==> src/rtl/caster_pkg.sv <==
// Shared types and default timing for the caster EPD scan controller.
// Holds the FSM state enum, the counter width and the panel pin bundle.
package caster_pkg;

    localparam int CNT_W = 12;

    localparam int DEF_H_ACT    = 200;
    localparam int DEF_LE_WIDTH = 4;
    localparam int DEF_H_BLANK  = 20;
    localparam int DEF_V_ACT    = 1200;
    localparam int DEF_V_BLANK  = 100;
    localparam int DEF_SP_WIDTH = 4;

    typedef logic [CNT_W-1:0] cnt_t;

    typedef enum logic [2:0] {
        ST_IDLE,
        ST_VSTART,
        ST_HDATA,
        ST_HLATCH,
        ST_HGATE,
        ST_VBLANK,
        ST_DONE
    } state_e;

    typedef struct packed {
        logic gdoe;
        logic gdclk;
        logic gdsp;
        logic sdclk;
        logic sdle;
        logic sdoe;
        logic sdce0;
    } pins_t;

    localparam pins_t PINS_IDLE = '{gdoe: 1'b0, gdclk: 1'b0, gdsp: 1'b0, sdclk: 1'b0,
                                    sdle: 1'b0, sdoe: 1'b0, sdce0: 1'b1};

    // Load value for a down-counter that must run for n cycles and stop at zero.
    function automatic cnt_t tc(input int n);
        return cnt_t'(n - 1);
    endfunction

endpackage

==> src/rtl/epd_scan_ctrl_if.sv <==
// Pixel handshake and panel pin bundle between the scan controller and its neighbours.
interface epd_scan_ctrl_if;

    logic px_req;
    logic px_valid;
    logic epd_gdoe;
    logic epd_gdclk;
    logic epd_gdsp;
    logic epd_sdclk;
    logic epd_sdle;
    logic epd_sdoe;
    logic epd_sdce0;

    modport master (
        output px_req, epd_gdoe, epd_gdclk, epd_gdsp, epd_sdclk, epd_sdle, epd_sdoe, epd_sdce0,
        input  px_valid
    );

    modport slave (
        input  px_req, epd_gdoe, epd_gdclk, epd_gdsp, epd_sdclk, epd_sdle, epd_sdoe, epd_sdce0,
        output px_valid
    );

endinterface

==> src/rtl/caster_dcnt.sv <==
// Loadable down-counter that saturates at zero; zero flags the terminal cycle.
module caster_dcnt
    import caster_pkg::*;
(
    input  logic clk,
    input  logic rst_n,
    input  logic load,
    input  logic dec,
    input  cnt_t load_val,
    output logic zero
);

    cnt_t count_q, count_d;

    always_comb begin
        count_d = count_q;
        if (load) begin
            count_d = load_val;
        end else if (dec && (count_q != '0)) begin
            count_d = count_q - 1'b1;
        end
    end

    // NOTE: flops use non-blocking assignments so every register samples pre-edge values.
    always_ff @(posedge clk or negedge rst_n) begin
        if (!rst_n) begin
            count_q <= '0;
        end else begin
            count_q <= count_d;
        end
    end

    assign zero = (count_q == '0);

endmodule

==> src/rtl/epd_scan_ctrl.sv <==
// EPD frame scan scheduler: sequences gate/source driver pins for one frame per request
// and pulls source words over a ready/valid handshake; aborts when panel power drops.
module epd_scan_ctrl
    import caster_pkg::*;
#(
    parameter int H_ACT    = DEF_H_ACT,
    parameter int LE_WIDTH = DEF_LE_WIDTH,
    parameter int H_BLANK  = DEF_H_BLANK,
    parameter int V_ACT    = DEF_V_ACT,
    parameter int V_BLANK  = DEF_V_BLANK,
    parameter int SP_WIDTH = DEF_SP_WIDTH
) (
    input  logic clk,
    input  logic rst_n,
    input  logic pok,
    input  logic frame_req,
    output logic frame_busy,
    output logic frame_done,
    output logic frame_abort,
    output logic underrun,
    epd_scan_ctrl_if.master bus
);

    state_e state_q, state_d;
    logic   phase_q, phase_d;       // sdclk phase inside HDATA: 0 = low, 1 = high
    logic   underrun_q, underrun_d;
    logic   abort_d;

    logic   cyc_load, cyc_dec, cyc_zero;
    cnt_t   cyc_val;
    logic   word_load, word_dec, word_zero;
    logic   line_load, line_dec, line_zero;

    pins_t  pins_q, pins_d;
    logic   px_req_q, px_req_d;
    logic   busy_q, busy_d;
    logic   done_q, done_d;
    logic   abort_q;

    caster_dcnt u_cyc (.clk(clk), .rst_n(rst_n), .load(cyc_load), .dec(cyc_dec),
                       .load_val(cyc_val), .zero(cyc_zero));
    caster_dcnt u_word (.clk(clk), .rst_n(rst_n), .load(word_load), .dec(word_dec),
                        .load_val(tc(H_ACT)), .zero(word_zero));
    caster_dcnt u_line (.clk(clk), .rst_n(rst_n), .load(line_load), .dec(line_dec),
                        .load_val(tc(V_ACT)), .zero(line_zero));

    // NOTE: every signal gets a default before the case so no path infers a latch.
    always_comb begin
        state_d    = state_q;
        phase_d    = phase_q;
        underrun_d = underrun_q;
        abort_d    = 1'b0;
        cyc_load   = 1'b0;
        cyc_dec    = 1'b0;
        cyc_val    = '0;
        word_load  = 1'b0;
        word_dec   = 1'b0;
        line_load  = 1'b0;
        line_dec   = 1'b0;

        unique case (state_q)
            ST_IDLE: begin
                if (frame_req && pok) begin
                    state_d    = ST_VSTART;
                    cyc_load   = 1'b1;
                    cyc_val    = tc(1 + SP_WIDTH);
                    underrun_d = 1'b0;
                end
            end
            ST_VSTART: begin
                if (cyc_zero) begin
                    state_d   = ST_HDATA;
                    phase_d   = 1'b0;
                    word_load = 1'b1;
                    line_load = 1'b1;
                end else begin
                    cyc_dec = 1'b1;
                end
            end
            ST_HDATA: begin
                if (!phase_q) begin
                    // Without a word the low phase repeats and the stall is recorded.
                    if (bus.px_valid) phase_d = 1'b1;
                    else              underrun_d = 1'b1;
                end else begin
                    phase_d = 1'b0;
                    if (word_zero) begin
                        state_d  = ST_HLATCH;
                        cyc_load = 1'b1;
                        cyc_val  = tc(LE_WIDTH);
                    end else begin
                        word_dec = 1'b1;
                    end
                end
            end
            ST_HLATCH: begin
                if (cyc_zero) begin
                    state_d  = ST_HGATE;
                    cyc_load = 1'b1;
                    cyc_val  = tc(H_BLANK);
                end else begin
                    cyc_dec = 1'b1;
                end
            end
            ST_HGATE: begin
                if (!cyc_zero) begin
                    cyc_dec = 1'b1;
                end else if (line_zero) begin
                    state_d  = ST_VBLANK;
                    cyc_load = 1'b1;
                    cyc_val  = tc(V_BLANK);
                end else begin
                    state_d   = ST_HDATA;
                    phase_d   = 1'b0;
                    line_dec  = 1'b1;
                    word_load = 1'b1;
                end
            end
            ST_VBLANK: begin
                if (cyc_zero) state_d = ST_DONE;
                else          cyc_dec = 1'b1;
            end
            ST_DONE: state_d = ST_IDLE;
            default: state_d = ST_IDLE;
        endcase

        // Power loss overrides every transition, DONE included.
        if ((state_q != ST_IDLE) && !pok) begin
            state_d    = ST_IDLE;
            phase_d    = 1'b0;
            underrun_d = underrun_q;
            abort_d    = 1'b1;
        end
    end

    // Outputs are decoded from the next state so the registered pins line up with state_q.
    always_comb begin
        pins_d   = PINS_IDLE;
        px_req_d = 1'b0;
        unique case (state_d)
            ST_VSTART: begin
                pins_d.gdsp  = 1'b1;
                pins_d.gdoe  = 1'b1;
                pins_d.sdoe  = 1'b1;
                pins_d.gdclk = (state_q == ST_VSTART);
            end
            ST_HDATA: begin
                pins_d.gdoe  = 1'b1;
                pins_d.sdoe  = 1'b1;
                pins_d.sdce0 = 1'b0;
                pins_d.sdclk = phase_d;
                px_req_d     = !phase_d;
            end
            ST_HLATCH: begin
                pins_d.gdoe = 1'b1;
                pins_d.sdoe = 1'b1;
                pins_d.sdle = 1'b1;
            end
            ST_HGATE: begin
                pins_d.gdoe  = 1'b1;
                pins_d.sdoe  = 1'b1;
                pins_d.gdclk = 1'b1;
            end
            default: ;
        endcase
        busy_d = (state_d != ST_IDLE);
        done_d = (state_d == ST_DONE);
    end

    always_ff @(posedge clk or negedge rst_n) begin
        if (!rst_n) begin
            state_q    <= ST_IDLE;
            phase_q    <= 1'b0;
            underrun_q <= 1'b0;
            pins_q     <= PINS_IDLE;
            px_req_q   <= 1'b0;
            busy_q     <= 1'b0;
            done_q     <= 1'b0;
            abort_q    <= 1'b0;
        end else begin
            state_q    <= state_d;
            phase_q    <= phase_d;
            underrun_q <= underrun_d;
            pins_q     <= pins_d;
            px_req_q   <= px_req_d;
            busy_q     <= busy_d;
            done_q     <= done_d;
            abort_q    <= abort_d;
        end
    end

    assign bus.px_req    = px_req_q;
    assign bus.epd_gdoe  = pins_q.gdoe;
    assign bus.epd_gdclk = pins_q.gdclk;
    assign bus.epd_gdsp  = pins_q.gdsp;
    assign bus.epd_sdclk = pins_q.sdclk;
    assign bus.epd_sdle  = pins_q.sdle;
    assign bus.epd_sdoe  = pins_q.sdoe;
    assign bus.epd_sdce0 = pins_q.sdce0;

    assign frame_busy  = busy_q;
    assign frame_done  = done_q;
    assign frame_abort = abort_q;
    assign underrun    = underrun_q;

endmodule
==> src/flat_wrapper.sv <==
// flat-port wrapper written by rule: the top's interface ports become plain ports
module epd_scan_ctrl_flat import caster_pkg::*;
#(
    parameter int H_ACT    = DEF_H_ACT,
    parameter int LE_WIDTH = DEF_LE_WIDTH,
    parameter int H_BLANK  = DEF_H_BLANK,
    parameter int V_ACT    = DEF_V_ACT,
    parameter int V_BLANK  = DEF_V_BLANK,
    parameter int SP_WIDTH = DEF_SP_WIDTH
)
  (clk, rst_n, pok, frame_req, frame_busy, frame_done, frame_abort, underrun, bus_px_req, bus_epd_gdoe, bus_epd_gdclk, bus_epd_gdsp, bus_epd_sdclk, bus_epd_sdle, bus_epd_sdoe, bus_epd_sdce0, bus_px_valid);
  epd_scan_ctrl_if bus_i ();
  input  logic clk;
  input  logic rst_n;
  input  logic pok;
  input  logic frame_req;
  output logic frame_busy;
  output logic frame_done;
  output logic frame_abort;
  output logic underrun;
  output wire logic [$bits(bus_i.px_req)-1:0] bus_px_req;
  output wire logic [$bits(bus_i.epd_gdoe)-1:0] bus_epd_gdoe;
  output wire logic [$bits(bus_i.epd_gdclk)-1:0] bus_epd_gdclk;
  output wire logic [$bits(bus_i.epd_gdsp)-1:0] bus_epd_gdsp;
  output wire logic [$bits(bus_i.epd_sdclk)-1:0] bus_epd_sdclk;
  output wire logic [$bits(bus_i.epd_sdle)-1:0] bus_epd_sdle;
  output wire logic [$bits(bus_i.epd_sdoe)-1:0] bus_epd_sdoe;
  output wire logic [$bits(bus_i.epd_sdce0)-1:0] bus_epd_sdce0;
  input wire logic [$bits(bus_i.px_valid)-1:0] bus_px_valid;
  assign bus_px_req = bus_i.px_req;
  assign bus_epd_gdoe = bus_i.epd_gdoe;
  assign bus_epd_gdclk = bus_i.epd_gdclk;
  assign bus_epd_gdsp = bus_i.epd_gdsp;
  assign bus_epd_sdclk = bus_i.epd_sdclk;
  assign bus_epd_sdle = bus_i.epd_sdle;
  assign bus_epd_sdoe = bus_i.epd_sdoe;
  assign bus_epd_sdce0 = bus_i.epd_sdce0;
  assign bus_i.px_valid = bus_px_valid;
  epd_scan_ctrl #(.H_ACT(H_ACT), .LE_WIDTH(LE_WIDTH), .H_BLANK(H_BLANK), .V_ACT(V_ACT), .V_BLANK(V_BLANK), .SP_WIDTH(SP_WIDTH)) u_core (.clk(clk), .rst_n(rst_n), .pok(pok), .frame_req(frame_req), .frame_busy(frame_busy), .frame_done(frame_done), .frame_abort(frame_abort), .underrun(underrun), .bus(bus_i));
endmodule
==> config.mk <==
export PLATFORM = sky130hd
export DESIGN_NAME = epd_scan_ctrl_flat
export DESIGN_NICKNAME = d
export VERILOG_FILES = /design/src/rtl/caster_pkg.sv /design/src/rtl/epd_scan_ctrl_if.sv /design/src/rtl/caster_dcnt.sv /design/src/rtl/epd_scan_ctrl.sv /design/src/flat_wrapper.sv
export SDC_FILE = /design/constraint.sdc
export NUM_CORES = 1
export LEC_CHECK = 0
export ABC_CLOCK_PERIOD_IN_PS = 6600
export BUFFER_PORTS_ARGS = -buffer_cell sky130_fd_sc_hd__buf_4
export CAP_MARGIN = 10
export CORE_MARGIN = 5
export CORE_UTILIZATION = 45
export DETAILED_ROUTE_END_ITERATION = 7
export RECOVER_POWER = 50
export SYNTH_ARGS = -nofsm -noshare
export SYNTH_HDL_FRONTEND = slang
export SYNTH_SLANG_ARGS = --single-unit
==> constraint.sdc <==
create_clock -name clk -period 6.6 [get_ports clk]
set_input_delay 0 -clock clk [delete_from_list [all_inputs] [get_ports clk]]
set_output_delay 0 -clock clk [all_outputs]
set_load 0.02 [all_outputs]
==> flow_summary.ini <==
[outcome]
outcome = finished, violations left
violations = capacitance limit, slew limit

[sta]
setup_viol = 0
max_freq_mhz = 338
fin_crit_sh_pct = 44.9
hold_viol = 0
max_slew_margin_pct = -80.0
rsz0062_at_grt = no
final_max_slew_viol_count = 52
min_period_ns = 2.96
worst_slew_pin_slew_ns = 2.70
skew_ns = 0.0108
fin_tns_setup_ns = 0

[worst_setup_path]
crit_buf_inv = 1
required_ns = 6.78
r2r_start = u_core.u_cyc.count_q[0]$_DFFE_PN0P_
r2r-end = u_core.u_line.count_q[10]$_DFFE_PN0P_
path_max_fanout = 12
max_stage_delay_ns = 0.59
setup.worst_path.start_class = register
rr_worst_depth = 8
crit_chain = inv_1, ha_1, or4b_1, or3_1, o31ai_4, nand4_1, xor2_1, nand2_1
crit_path_end_kind = register
critPathTopFamily = simple AND/OR/NAND/NOR gates
reg2reg_setup_slack_ns = 3.64
crit_slowest_cell = or4b_1
worstSetupPathType = reg2reg
crit_arrival_ns = 3.14

[route]
wirelength_mm = 5.32
ant_nets = 0
post_drt_via_cell_ratio = 5.38
drcViolationCount = 0
dr_total_vias = 1989
drt-wirelength-per-cell_um = 14.4
drt_iter0_drc = 60
drt_first_pass_iters = 4

[clock_network]
postCtsSetupBuffers = 0
cts-root-buf = clkbuf_8
worstSkewPairLatency_ns = 0.31
cts-resized-gates = 0
cts_buffer_depth = 2
hold_buffers = 2
tritoncts = built
htree_num_levels = 2
cts_buffers = 5
clkTransAtPathRegs_ns = 0.09
clkSinkCount = 51

[logic_synthesis]
synth_cell_types = 53
syn_area_um2 = 2700
ys_seq_area_share_pct = 47.3
yosysMostFrequentCell = dfrtp_1
synth_nets = 290
synth_area_per_cell_um2 = 9.61
synthTopCellsByArea = dfrtp_1 (46%), nor2_1 (5.3%), xnor2_1 (4.9%)
synth_top_cell_area_share_pct = 46.3
netlist_top_cells_count = dfrtp_1 (50), nor2_1 (38), nand2_1 (26)
synth_top_cell_by_area = dfrtp_1
synth_edf_count = 0
synth_top_flop_cell = dfrtp_1
async_flop_share_pct = 100
synth_cells = 281
synth_warnings = 0
ys_seq_elements = 51

[floorplan]
initial_core_util_pct = 45.9
rows = 28
die_w_um = 87.5
ios = 17
die_area_um2 = 7650
coreArea_um2 = 5890
fp.dieH_um = 87.5

[placed_design]
hpwlAfterDp_mm = 3.79
numPortBuffers = 16
gp_congestion = 0.887

[power_and_ir_drop]
total_power_mw = 1.13
leakagePower_nw = 1.28
vdd_drop_max_uv = 154
power.density_nw_per_um2 = 387

[global_route]
use_met2_pct = 25.2
overflow = 0
use_met1_pct = 19.6
busiest_layer = met2
grt_max_degree = 52
first_global_vias = 1947
grt_pass1_wl_mm = 9.11
antenna_found_initial = 0
met3_usage_pct = 2.84
grt_usage_pct = 15.2

[job]
cap_viol_max_count = 1

[layout]
layout-drive-gt1-share_pct = 10.8
n_antenna_cell = 0
areaGrowthSynthToFinish_pct = 7.88
layout.nets = 303

[min_path]
holdPathStages = 4
hold_start = bus_px_valid
min_to = u_core.underrun$_DFFE_PN0P_
hold_class = in2reg
==> report_power, final <==
group          total, mW  internal [mW]  switching (mW)
combinational      0.441          0.181           0.260
sequential         0.509          0.412          0.0974
clock              0.176         0.0756           0.101
total               1.13          0.668           0.458
==> worst register-to-register path: cells and delay by family (launching register included) <==
kind	cells	cell delay, ns
flops	1	0.38
fa+ha+maj	1	0.19
buf+inv	1	0.11
compound gates	1	0.58
simple gates	4	1.41
xor+xnor	1	0.17
==> layout make-up <==
type	instances	area, um^2
sequential	51	1280
tap	75	93.8
timing repair buffer	18	114
inverter	12	45.0
clock buffer	8	80.1
fill	555	2970
multi-input combinational	206	1300
==> registers in the layout, indices dropped and copies added, names as in the netlist <==
name,cells
u_core.bus.epd_gdclk,1
u_core.bus.epd_gdsp,1
u_core.bus.epd_sdce0,1
u_core.bus.epd_sdclk,1
u_core.bus.epd_sdle,1
u_core.bus.epd_sdoe,1
u_core.bus.px_req,1
u_core.frame_abort,1
u_core.frame_busy,1
u_core.frame_done,1
u_core.phase_q,1
u_core.state_q,3
u_core.u_cyc.count_q,12
u_core.u_line.count_q,12
u_core.u_word.count_q,12
u_core.underrun,1
==> layer usage <==
metal  wire length, um  vias up
met5                 0        -
met4               114        0
met3               143       11
li1                  -     1001
met1              2510      954
met2              2550       23
==> cell families after synthesis <==
group | share of synthesized area, %
AND/OR/NAND/NOR | 26.5
flip-flops | 47.3
AO/OA/AOI/OAI | 11.5
XOR/XNOR | 8.43
buffers and inverters | 4.45
adder cells (fa/ha/maj) | 1.85
==> worst max path at each step <==
stage / to / slack, ns / cells past startpoint / start
2_1_floorplan: u_core.u_cyc.count_q[5]$_DFFE_PN0P_ / 4.00 / 11 / u_core.u_cyc.count_q[0]$_DFFE_PN0P_
3_3_place_gp: u_core.u_line.count_q[10]$_DFFE_PN0P_ / 3.69 / 8 / u_core.u_cyc.count_q[0]$_DFFE_PN0P_
3_5_place_dp: u_core.u_line.count_q[10]$_DFFE_PN0P_ / 3.65 / 8 / u_core.u_cyc.count_q[0]$_DFFE_PN0P_
4_1_cts: u_core.u_line.count_q[10]$_DFFE_PN0P_ / 3.63 / 8 / u_core.u_cyc.count_q[0]$_DFFE_PN0P_
5_1_grt: u_core.u_cyc.count_q[2]$_DFFE_PN0P_ / 3.33 / 2 / rst_n
6_report: u_core.u_line.count_q[10]$_DFFE_PN0P_ / 3.64 / 8 / u_core.u_cyc.count_q[0]$_DFFE_PN0P_
==> per-stage QoR <==
step / setup slack, ns / utilization (%) / instances / cell area, um^2 / hold slack, ns
finish: 3.64 / 49.5 / 370 / 2910 / 0.0519
global route: 3.33 / 49.5 / 370 / 2910 / 0.0532
CTS: 3.63 / 49.9 / 370 / 2940 / 0.0393
detailed placement: 3.65 / 48.2 / 360 / 2840 / 0.0772
global placement: 3.69 / 48.2 / 360 / 2840 / 0.0705
floorplan: 4.00 / - / 281 / 2700 / -0.296
==> layout by cell type (no fill, tap or decap), types with 3 or more instances in the layout <==
master	count
dfrtp_1	50
nor2_1	38
nand2_1	26
nand3_1	16
xnor2_1	15
a21oi_1	12
inv_1	11
xor2_1	11
o21ai_0	10
nor4_1	10
clkbuf_1	10
buf_4	9
nor3_1	6
or3_1	6
clkbuf_8	5
nand4_1	4
ha_1	4
or4_1	3
nor3b_1	3
nand4b_1	3
and3_1	3
Note: power is estimated with default switching activity, not from simulation.
